$ cat src/rtl/maxpool_relu_1.sv
// ReLU followed by 2x2 stride-2 max-pooling over three channels of a raster conv stream.
// A half-width partial-max line buffer per channel holds the even-row pair maxima.
module maxpool_relu_1 #(
  parameter int CONV_WIDTH  = 24,
  parameter int CONV_HEIGHT = 24,
  parameter int DATA_BITS   = 12
) (
  input  logic                 clk,
  input  logic                 rst,
  input  logic                 valid_in,
  input  logic [DATA_BITS-1:0] conv_out_1,
  input  logic [DATA_BITS-1:0] conv_out_2,
  input  logic [DATA_BITS-1:0] conv_out_3,
  output logic [DATA_BITS-1:0] max_value_1,
  output logic [DATA_BITS-1:0] max_value_2,
  output logic [DATA_BITS-1:0] max_value_3,
  output logic                 valid_out_relu,
  output logic                 frame_done
);

  localparam int HALF_W   = CONV_WIDTH / 2;
  localparam int COL_BITS = $clog2(CONV_WIDTH);
  localparam int ROW_BITS = $clog2(CONV_HEIGHT);
  localparam int IDX_BITS = (HALF_W > 1) ? $clog2(HALF_W) : 1;

  logic [COL_BITS-1:0]  col;
  logic [ROW_BITS-1:0]  row;
  logic [IDX_BITS-1:0]  buf_idx;
  logic                 odd_col, odd_row, last_col, last_row;

  logic [DATA_BITS-1:0] conv_in  [3];
  logic [DATA_BITS-1:0] relu_val [3];
  logic [DATA_BITS-1:0] hold     [3];
  logic [DATA_BITS-1:0] pair     [3];
  logic [DATA_BITS-1:0] line_rd  [3];
  logic [DATA_BITS-1:0] pooled   [3];
  logic [DATA_BITS-1:0] max_q    [3];
  logic [DATA_BITS-1:0] line_buf [3][HALF_W];

  assign conv_in[0] = conv_out_1;
  assign conv_in[1] = conv_out_2;
  assign conv_in[2] = conv_out_3;

  assign max_value_1 = max_q[0];
  assign max_value_2 = max_q[1];
  assign max_value_3 = max_q[2];

  assign odd_col  = col[0];
  assign odd_row  = row[0];
  assign last_col = (col == COL_BITS'(CONV_WIDTH - 1));
  assign last_row = (row == ROW_BITS'(CONV_HEIGHT - 1));
  assign buf_idx  = IDX_BITS'(col >> 1);

  // After ReLU every value is non-negative, so the maxima can use unsigned compares.
  always_comb begin
    for (int ch = 0; ch < 3; ch++) begin
      relu_val[ch] = conv_in[ch][DATA_BITS-1] ? '0 : conv_in[ch];
      pair[ch]     = (hold[ch] > relu_val[ch]) ? hold[ch] : relu_val[ch];
      line_rd[ch]  = line_buf[ch][buf_idx];
      pooled[ch]   = (line_rd[ch] > pair[ch]) ? line_rd[ch] : pair[ch];
    end
  end

  always_ff @(posedge clk) begin
    if (rst) begin
      col <= '0;
      row <= '0;
    end else if (valid_in) begin
      if (last_col) begin
        col <= '0;
        row <= last_row ? '0 : row + 1'b1;
      end else begin
        col <= col + 1'b1;
      end
    end
  end

  always_ff @(posedge clk) begin
    if (rst) begin
      for (int ch = 0; ch < 3; ch++) begin
        hold[ch]  <= '0;
        max_q[ch] <= '0;
      end
      valid_out_relu <= 1'b0;
      frame_done     <= 1'b0;
    end else begin
      valid_out_relu <= 1'b0;
      frame_done     <= 1'b0;
      if (valid_in) begin
        for (int ch = 0; ch < 3; ch++) begin
          if (!odd_col)
            hold[ch] <= relu_val[ch];
          else if (odd_row)
            max_q[ch] <= pooled[ch];
        end
        valid_out_relu <= odd_col && odd_row;
        frame_done     <= odd_col && odd_row && last_col && last_row;
      end
    end
  end

  // Written only in even rows and read only in odd rows, so contents need no reset.
  always_ff @(posedge clk) begin
    if (!rst && valid_in && odd_col && !odd_row) begin
      for (int ch = 0; ch < 3; ch++)
        line_buf[ch][buf_idx] <= pair[ch];
    end
  end

endmodule

$ cat config.mk
export PLATFORM = sky130hd
export DESIGN_NAME = maxpool_relu_1
export DESIGN_NICKNAME = d
export VERILOG_FILES = /design/src/rtl/maxpool_relu_1.sv
export SDC_FILE = /design/constraint.sdc
export NUM_CORES = 1
export LEC_CHECK = 0
export ABC_AREA = 0
export CORE_ASPECT_RATIO = 0.6
export CORE_MARGIN = 2
export CORE_UTILIZATION = 61
export DETAILED_ROUTE_END_ITERATION = 12
export PLACE_DENSITY = 0.8
export SYNTH_ARGS = -nofsm -noshare
export SYNTH_HDL_FRONTEND = slang
export SYNTH_SLANG_ARGS = --single-unit
$ cat constraint.sdc
create_clock -name clk -period 5.8 [get_ports clk]
set_input_delay 1.16 -clock clk [delete_from_list [all_inputs] [get_ports clk]]
set_output_delay 1.16 -clock clk [all_outputs]
set_load 0.01 [all_outputs]
==> results.md, run 1 <==
STA:
- Setup repair after global routing left no endpoint under its margin.
- The number of endpoints with negative hold slack in the final report is 0.
- The pin slew with the least headroom to its limit is 1.31 ns.
- The number of endpoints failing setup at the final stage is 0.
- The worst path meets setup with 0.527 ns of slack.
- The number of max-slew violations in the final report came to 0.
- The clock arrives with 0.0227 ns of skew.
- Measured against its own limit, the worst slew margin works out to 12.8%.
- Final hold analysis gives a worst-case slack of 0.487 ns.
- The maximum clock frequency is 190 MHz.
- The final critical path takes up 90.9% of the cycle.
- The final period demand of the worst path is 5.27 ns.
- Adding up every negative setup slack in the final design gives 0 ns.

Pwr:
- The internal power of the cells totals 5.69 mW.
- The analysis attributes to cell leakage a power of 7.82 nW.
- Per report_power, the clock group accounts for 38.0% of the total.
- The proportion of power drawn by combinational gates is 8.7%.
- Summed over all nets, the switching power comes to 1.64 mW.
- The total power density per cell area is 317 nW/um^2.
- The relative contribution of sequential cells to total power is 53.2%.
- VDD sags by at most 0.000303 V.
- The switching share of power is 22.3%.

Setup path:
- The number of cells on the worst reg-to-reg path is 11.
- STA puts the critical path data required time at 6.20 ns.
- The worst setup path is captured at a flop.
- The setup check on the worst reg-to-reg path leaves a slack of 1.53 ns.
- The cell with the largest stage delay on the worst path is clkdlybuf4s50_1.
- The critical path in this run is classified as in2reg.
- The arrival time reported for the critical path endpoint is 5.67 ns.
- STA classifies the critical path startpoint as a primary input.
- The peak per-stage delay on the critical path is 0.59 ns.
- The critical path goes through clkdlybuf4s50_1 -> nand2b_1 -> ha_1 -> a41o_1 -> a21oi_1 -> o21ai_0 -> o22ai_1 -> mux2_2 -> ha_1 -> and3_1 -> a221o_1 -> a221o_1 -> o22ai_2 -> buf_4 -> o21ai_0 -> a31oi_1.
- In this run the worst path has a maximum fanout of 22.

Die:
- The starting density of the core is 62.4%.
- The floorplan step defined a die boundary enclosing 35000 um^2.
- In this run the core area contains 51 standard-cell rows.
- In this run the vertical extent of the chip is 146 um.
- The I/O pin count is 77.
- From left edge to right edge, the die measures 240 um.
- After floorplanning, the core was sized to cover 32700 um^2.

Placement:
- Routability-driven placement finished with a final weighted congestion of 0.857.
- After detailed placement, the design holds a cell count of 1691.
- The estimated wirelength of the detail-placed design is 27.3 mm.
- The worst slack after detailed placement is 0.0662 ns.
- The total of buffers placed on input and output ports is 73.

Synth:
- Sequential elements use 69.2% of the synthesized area.
- Among all flip-flop cells after synthesis, the most frequent one is edfxtp_1.
- The count of mapped cells out of synthesis is 1193.
- The cell area that synthesis handed to floorplanning was 20400 um^2.
- In the synthesized netlist the async set-or-reset flop fraction comes to 0%.
- The total of warnings raised by yosys is 0.
- In this run, distinct cell masters in the synthesized netlist total 46.
- The average size of a mapped cell is 17.1 um^2.
- The flip-flop and latch count after synthesis is 474.
- The area share of the largest cell type after synthesis is 68.0%.
- The largest total area in the synthesized netlist belongs to edfxtp_1.
- The number of synthesized flops with an enable pin is 462.
- Yosys attributes the largest share of cell area to edfxtp_1 68%, mux4_2 11%, ha_1 4.2%.

Global routing:
- The first global-routing pass estimated 69.5 mm of wire.
- Global routing consumed, over all layers together, 27.0% of the routing resources.
- The number of antenna violations at the first check in global routing is 0.
- For this run the aggregate overflow at the end of global routing stands at 0.
- The largest net degree at the start of global routing is 67.
- The via count of the first global-routing pass was 11500.

Drt:
- The detailed-route wire length per cell is 25.8 um.
- Dividing the detail-routed via count by the number of cells gives 6.28.
- The total number of vias is 11100.
- The number of detailed-route iterations in the first pass is 5.
- The number of DRC markers after the initial detailed-route iteration is 1320.
- The total wire length after detailed routing is 45.6 mm.
- The remaining design rule violation count is 0.
- The count of nets left with antenna violations once routing finished came out at 0.

CTS:
- The clock tree synthesis step divided the H-tree into 2 levels.
- The root cell of the clock tree is clkbuf_16.
- TritonCTS built the clock tree.
- The number of hold buffers added after CTS is 0.
- The number of buffers on the longest clock path is 3.
- After clock tree synthesis, the setup repair step added 0 buffers.
- The post-CTS resize count is 0.
- The register clock-pin slew on the reported worst setup and hold paths is 0.06 ns.
- The number of CTS-inserted buffers is 42.
- The latest clock arrival within the worst-skew pair is 0.56 ns.
- Clock tree synthesis found a total of 474 sinks.

Status:
- The flow ran to the end, and the final reports show no timing, DRC or antenna violations.

Cells and area:
- 0 antenna diodes ended up in the layout.
- For this run, the post-layout net count is 1392.
- The non-filler instance count after layout is 1767.
- The area growth from synthesis to layout is 13.2%.
- Leaving out fill and tap cells, the most frequent cell in the layout is edfxtp_1.
- Cells fill 70.7% of the core in the end.
- The share of layout cells above drive strength 1 is 18.1%.
- In the layout the commonest cells are 462 x edfxtp_1, 98 x mux4_2, 73 x clkdlybuf4s50_1.

Min path:
- Counting instances, the worst hold path has a depth of 2.
- The tightest min-delay check is of the reg2reg type.

Run:
- Max-cap violations in this run came to 0.
-- critical path: cells and delay by family --
family | cells | cell delay (ns)
adder cells (fa/ha/maj) | 2 | 0.69
buffers and inverters | 2 | 0.91
multiplexers | 1 | 0.43
AO/OA/AOI/OAI | 9 | 1.95
AND/OR/NAND/NOR | 2 | 0.50
-- routing by layer --
metal  part of all wire [%]  routed length [um]  up-vias  GRT usage, %
li1                       -                   -     4861             -
met1                     42               19100     5614          39.9
met2                     46               21000      556          41.5
met3                    9.8                4490       71          6.01
met4                    2.0                 915        0          6.71
met5                      0                   0        -             0
-- synthesized netlist by cell type (4+ instances only) --
library cell and count:
a21oi_1 44, nand2b_1 36, o211ai_1 6, edfxtp_1 462
nor2_1 56, mux4_2 98, nand4_1 11, nand2_1 44
a21o_1 15, dfxtp_1 12, a31oi_1 5, inv_1 67
a21oi_2 11, nor3_1 7, mux2i_1 56, nand3_1 6
ha_1 68, buf_4 14, clkbuf_1 24, mux2_2 13
o21ai_1 18, o21ai_0 47, nor3b_1 4, and3_1 7
nor2b_1 11, buf_2 15, a221o_1 4
-- layout make-up --
cell class                 count  area [um^2]
clock inverter                21          178
tap                          450          563
inverter                      67          251
sequential                   474        14100
timing repair buffer         105          983
multi-input combinational    595         5810
clock buffer                  55         1180
fill                        2071         9580
-- logic make-up (layout without fill, tap and decap cells) --
logic type | after synthesis | in the layout | share of synthesized area, %
buf+inv | 126 | 248 | 2.78
flops | 474 | 474 | 69.2
xor+xnor | 2 | 2 | 0.0859
fa+ha+maj | 68 | 68 | 4.17
compound gates | 162 | 162 | 4.76
other cells | 1 | 3 | 0.0184
mux | 167 | 167 | 14.3
simple gates | 193 | 193 | 4.70
-- worst paths after layout --
path	start	to
hold reg to reg	row[1]$_SDFFE_PP0P_	row[1]$_SDFFE_PP0P_
hold / removal	row[1]$_SDFFE_PP0P_	row[1]$_SDFFE_PP0P_
setup reg to reg	col[1]$_SDFFE_PP0P_	max_q[0][9]$_SDFFCE_PN0P_
setup / recovery	conv_out_3[11]	max_q[0][24]$_SDFFCE_PN0P_
-- power by group through the flow --
stage	Clock [mW]	Combinational [mW]	Sequential (mW)
5_1_grt	2.96	0.700	3.90
6_report	2.79	0.639	3.90
3_3_place_gp	0	0.597	3.97
2_1_floorplan	0	0.444	3.96
4_1_cts	2.83	0.633	3.90
3_5_place_dp	0	0.627	3.97
-- metrics by stage --
stage,power [mW],area [um^2]
final,7.32,23100
after CTS,7.36,23100
after global placement,4.57,21700
after detailed placement,4.60,21700
after floorplan,4.40,20400
after global routing,7.56,23100
-- registers in the layout, summed over array words and instances (netlist names) --
signal	count
line_buf	396
max_q	33
hold	33
row	5
frame_done	1
valid_out_relu	1
col	5
Note: power is estimated with default switching activity, not from simulation.
==> inputs of run 2 (changes only) <==
--- a/config.mk
+++ b/config.mk
@@ -11,6 +11,7 @@
 export CORE_UTILIZATION = 61
 export DETAILED_ROUTE_END_ITERATION = 12
 export PLACE_DENSITY = 0.8
+export SLEW_MARGIN = 10
 export SYNTH_ARGS = -nofsm -noshare
 export SYNTH_HDL_FRONTEND = slang
 export SYNTH_SLANG_ARGS = --single-unit
==> run 2 against run 1 <==
Against the previous run: via count rose by 0.17%; clock power barely moved; critical path type unchanged; combinational power barely moved; sequential share of layout area did not move; worst setup slack improved by 0.038 ns; total power barely moved; critical endpoint unchanged.
==> results.md, run 2 (same netlist as run 1, synthesis figures left out) <==
Pwr:
- The worst vdd rail ir drop is 0.000303 V (about the same).
- The leakage power came to 7.82 nW (about the same).
- The total power density per cell area is 317 nW/um^2 (about the same).

CTS:
- The number of hold buffers added after CTS is 0 (unchanged).
- The number of clock sinks is 474 (unchanged).
- The H-tree level count is 2 (unchanged).
- The root cell of the clock tree is clkbuf_16 (unchanged).
- The post-CTS resize count is 0 (unchanged).
- The post-CTS setup buffer count was 0 (unchanged).
- The number of buffers on the longest clock path is 3 (unchanged).
- The register clock-pin slew on the reported worst setup and hold paths came to 0.06 ns (about the same).
- The latest clock arrival within the worst-skew pair was 0.57 ns (was 0.56 ns).
- The TritonCTS clock tree is built (unchanged).
- The number of CTS-inserted buffers was 42 (unchanged).

Min path:
- The worst hold path cell count is 2 (unchanged).
- The type of the tightest min-delay check was reg2reg (unchanged).
- The endpoint of the worst hold path is row[1]$_SDFFE_PP0P_ (unchanged).
- The origin of the worst min-delay path is row[1]$_SDFFE_PP0P_ (unchanged).

Setup path:
- The arrival time reported for the critical path endpoint came to 5.64 ns (was 5.67 ns).
- The required time of the critical path is 6.20 ns (about the same).
- The peak per-stage delay on the critical path was 0.59 ns (about the same).
- The startpoint kind of the worst setup timing path is a primary input (unchanged).
- The worst setup path category is in2reg (unchanged).
- The largest driver fanout on the critical path was 22 (unchanged).
- The reg2reg setup slack is 1.55 ns (was 1.53 ns).
- The capturing point of the worst reg2reg path is max_q[0][9]$_SDFFCE_PN0P_ (unchanged).
- The launch instance of the worst register-to-register path is col[1]$_SDFFE_PP0P_ (unchanged).
- The sort of element at the end of the critical path is a flop (unchanged).
- The cell with the largest stage delay on the worst path is clkdlybuf4s50_1 (unchanged).
- The worst reg-to-reg path cell count was 11 (unchanged).
- Chain of cells forming the critical path: clkdlybuf4s50_1 -> nand2b_1 -> ha_1 -> a41o_1 -> a21oi_1 -> o21ai_0 -> o22ai_1 -> mux2_2 -> ha_1 -> and3_1 -> a221o_1 -> a221o_1 -> o22ai_2 -> buf_4 -> o21ai_0 -> a31oi_1 (unchanged).

Cells and area:
- Commonest non-fill, non-tap cells in the layout: 462 x edfxtp_1, 98 x mux4_2, 73 x clkdlybuf4s50_1 (unchanged).
- The final-stage net count is 1392 (unchanged).
- The share of layout cells above drive strength 1 is 18.1% (unchanged).
- The register with the highest flop count was line_buf (unchanged).
- The final antenna diode count is 0 (unchanged).
- Top Registers: line_buf: 396 flops, hold: 33 flops, max_q: 33 flops (unchanged).
- The area added between synthesis and finish is 13.2% (unchanged).
- The most common cell after layout, fill and taps aside is edfxtp_1 (unchanged).
- The number of flip-flops under the largest register name is 396 (unchanged).

STA:
- The portion of the clock cycle consumed by the worst path in the final layout is 90.3% (was 90.9%).
- The setup total negative slack was 0 ns (unchanged).
- The number of max-slew violations in the final report is 0 (unchanged).
- The number of endpoints failing setup at the final stage came to 0 (unchanged).
- The number of endpoints with negative hold slack in the final report is 0 (unchanged).
- RSZ-0062 raised after global routing: no (unchanged).
- The pin slew with the least headroom to its limit came to 1.23 ns (was 1.31 ns).
- The final period demand of the worst path is 5.23 ns (was 5.27 ns).
- The final worst-path setup slack was 0.565 ns (was 0.527 ns).
- The maximum clock frequency came to 191 MHz (was 190 MHz).
- The headroom to the max-slew limit is 17.4% (was 12.8%).
- The final worst clock skew is 0.0250 ns (was 0.0227 ns).

Global routing:
- The via count of the first global-routing pass is 11500 (unchanged).
- The number of antenna violations at the first check in global routing came to 0 (unchanged).
- The global routing usage summed across all routing layers is 27.0% (unchanged).
- The largest net degree at the start of global routing is 67 (unchanged).
- The first-pass GRT wire length is 69.5 mm (unchanged).
- The overflow left after global routing is 0 (unchanged).

Drt:
- The total wire length after detailed routing was 45.6 mm (about the same).
- The post-detailed-route via-to-cell ratio is 6.29 (was 6.28).
- The number of DRC markers after the initial detailed-route iteration came to 1320 (unchanged).
- The number of detailed-route iterations in the first pass was 5 (unchanged).
- The detailed-route wire length per cell is 25.8 um (about the same).
- The remaining number of nets flagged by the antenna check after routing came to 0 (unchanged).
- The remaining design rule violation count is 0 (unchanged).
- The total number of vias is 11100 (about the same).

Die:
- The area of the core is 32700 um^2 (unchanged).
- The number of placement rows is 51 (unchanged).
- The I/O pin count was 77 (unchanged).
- The overall die height is 146 um (unchanged).
- The die outline area is 35000 um^2 (unchanged).
- The starting density of the core is 62.4% (unchanged).
- The floorplan die width is 240 um (unchanged).

Placement:
- The estimated wirelength of the detail-placed design is 27.3 mm (unchanged).
- The worst slack after detailed placement is 0.0662 ns (unchanged).
- The placer's final routability congestion estimate was 0.857 (unchanged).
- The total of buffers placed on input and output ports was 73 (unchanged).

Run:
- The max-cap violation count came to 0 (unchanged).

Status:
- Run status: finished, final reports clean (unchanged).
## run 2: critical path: cells and delay by family
family,cells,cell delay (ns)
AO/OA/AOI/OAI,9,1.93
buffers and inverters,2,0.91
multiplexers,1,0.43
AND/OR/NAND/NOR,2,0.50
adder cells (fa/ha/maj),2,0.69
## run 2: worst max-delay path by stage
stage	start	end	slack [ns]	cells after the start
after floorplan	conv_out_3[11]	max_q[0][25]$_SDFFCE_PN0P_	0.91	16
after global placement	conv_out_3[11]	max_q[0][24]$_SDFFCE_PN0P_	0.22	16
after global routing	conv_out_3[11]	max_q[0][24]$_SDFFCE_PN0P_	0.37	16
after CTS	conv_out_3[11]	max_q[0][24]$_SDFFCE_PN0P_	0.62	16
after detailed placement	conv_out_3[11]	max_q[0][24]$_SDFFCE_PN0P_	0.07	16
final	conv_out_3[11]	max_q[0][24]$_SDFFCE_PN0P_	0.57	16
## run 2: report_power, final
part	switching (mW)	total, mW	internal, mW
Combinational	0.390	0.639	0.249
Clock	1.22	2.79	1.57
Sequential	0.0316	3.90	3.87
Total	1.64	7.32	5.69
## run 2: layer usage
| layer | global-route usage (%) | up-vias | wire length (um) |
|---|---|---|---|
| li1 | - | 4860 | - |
| met3 | 6.01 | 75 | 4370 |
| met2 | 41.5 | 562 | 21000 |
| met4 | 6.71 | 0 | 934 |
| met5 | 0 | - | 0 |
| met1 | 39.9 | 5624 | 19200 |
## run 2: layout make-up
| type | instances | area, um^2 |
|---|---|---|
| clock buffer | 55 | 1180 |
| clock inverter | 21 | 178 |
| fill | 2071 | 9580 |
| inverter | 67 | 251 |
| multi-input combinational | 595 | 5810 |
| sequential | 474 | 14100 |
| tap | 450 | 563 |
| timing repair buffer | 105 | 983 |
## run 2: stage by stage
| stage | instance area [um^2] | total power [mW] | utilization [%] | hold WS [ns] | std cells |
|---|---|---|---|---|---|
| floorplan | 20400 | 4.40 | - | 0.453 | 1195 |
| global placement | 21700 | 4.57 | 66.5 | 0.464 | 1691 |
| detailed placement | 21700 | 4.60 | 66.5 | 0.474 | 1691 |
| CTS | 23100 | 7.36 | 70.7 | 0.483 | 1767 |
| global route | 23100 | 7.56 | 70.7 | 0.511 | 1767 |
| finish | 23100 | 7.32 | 70.7 | 0.487 | 1767 |
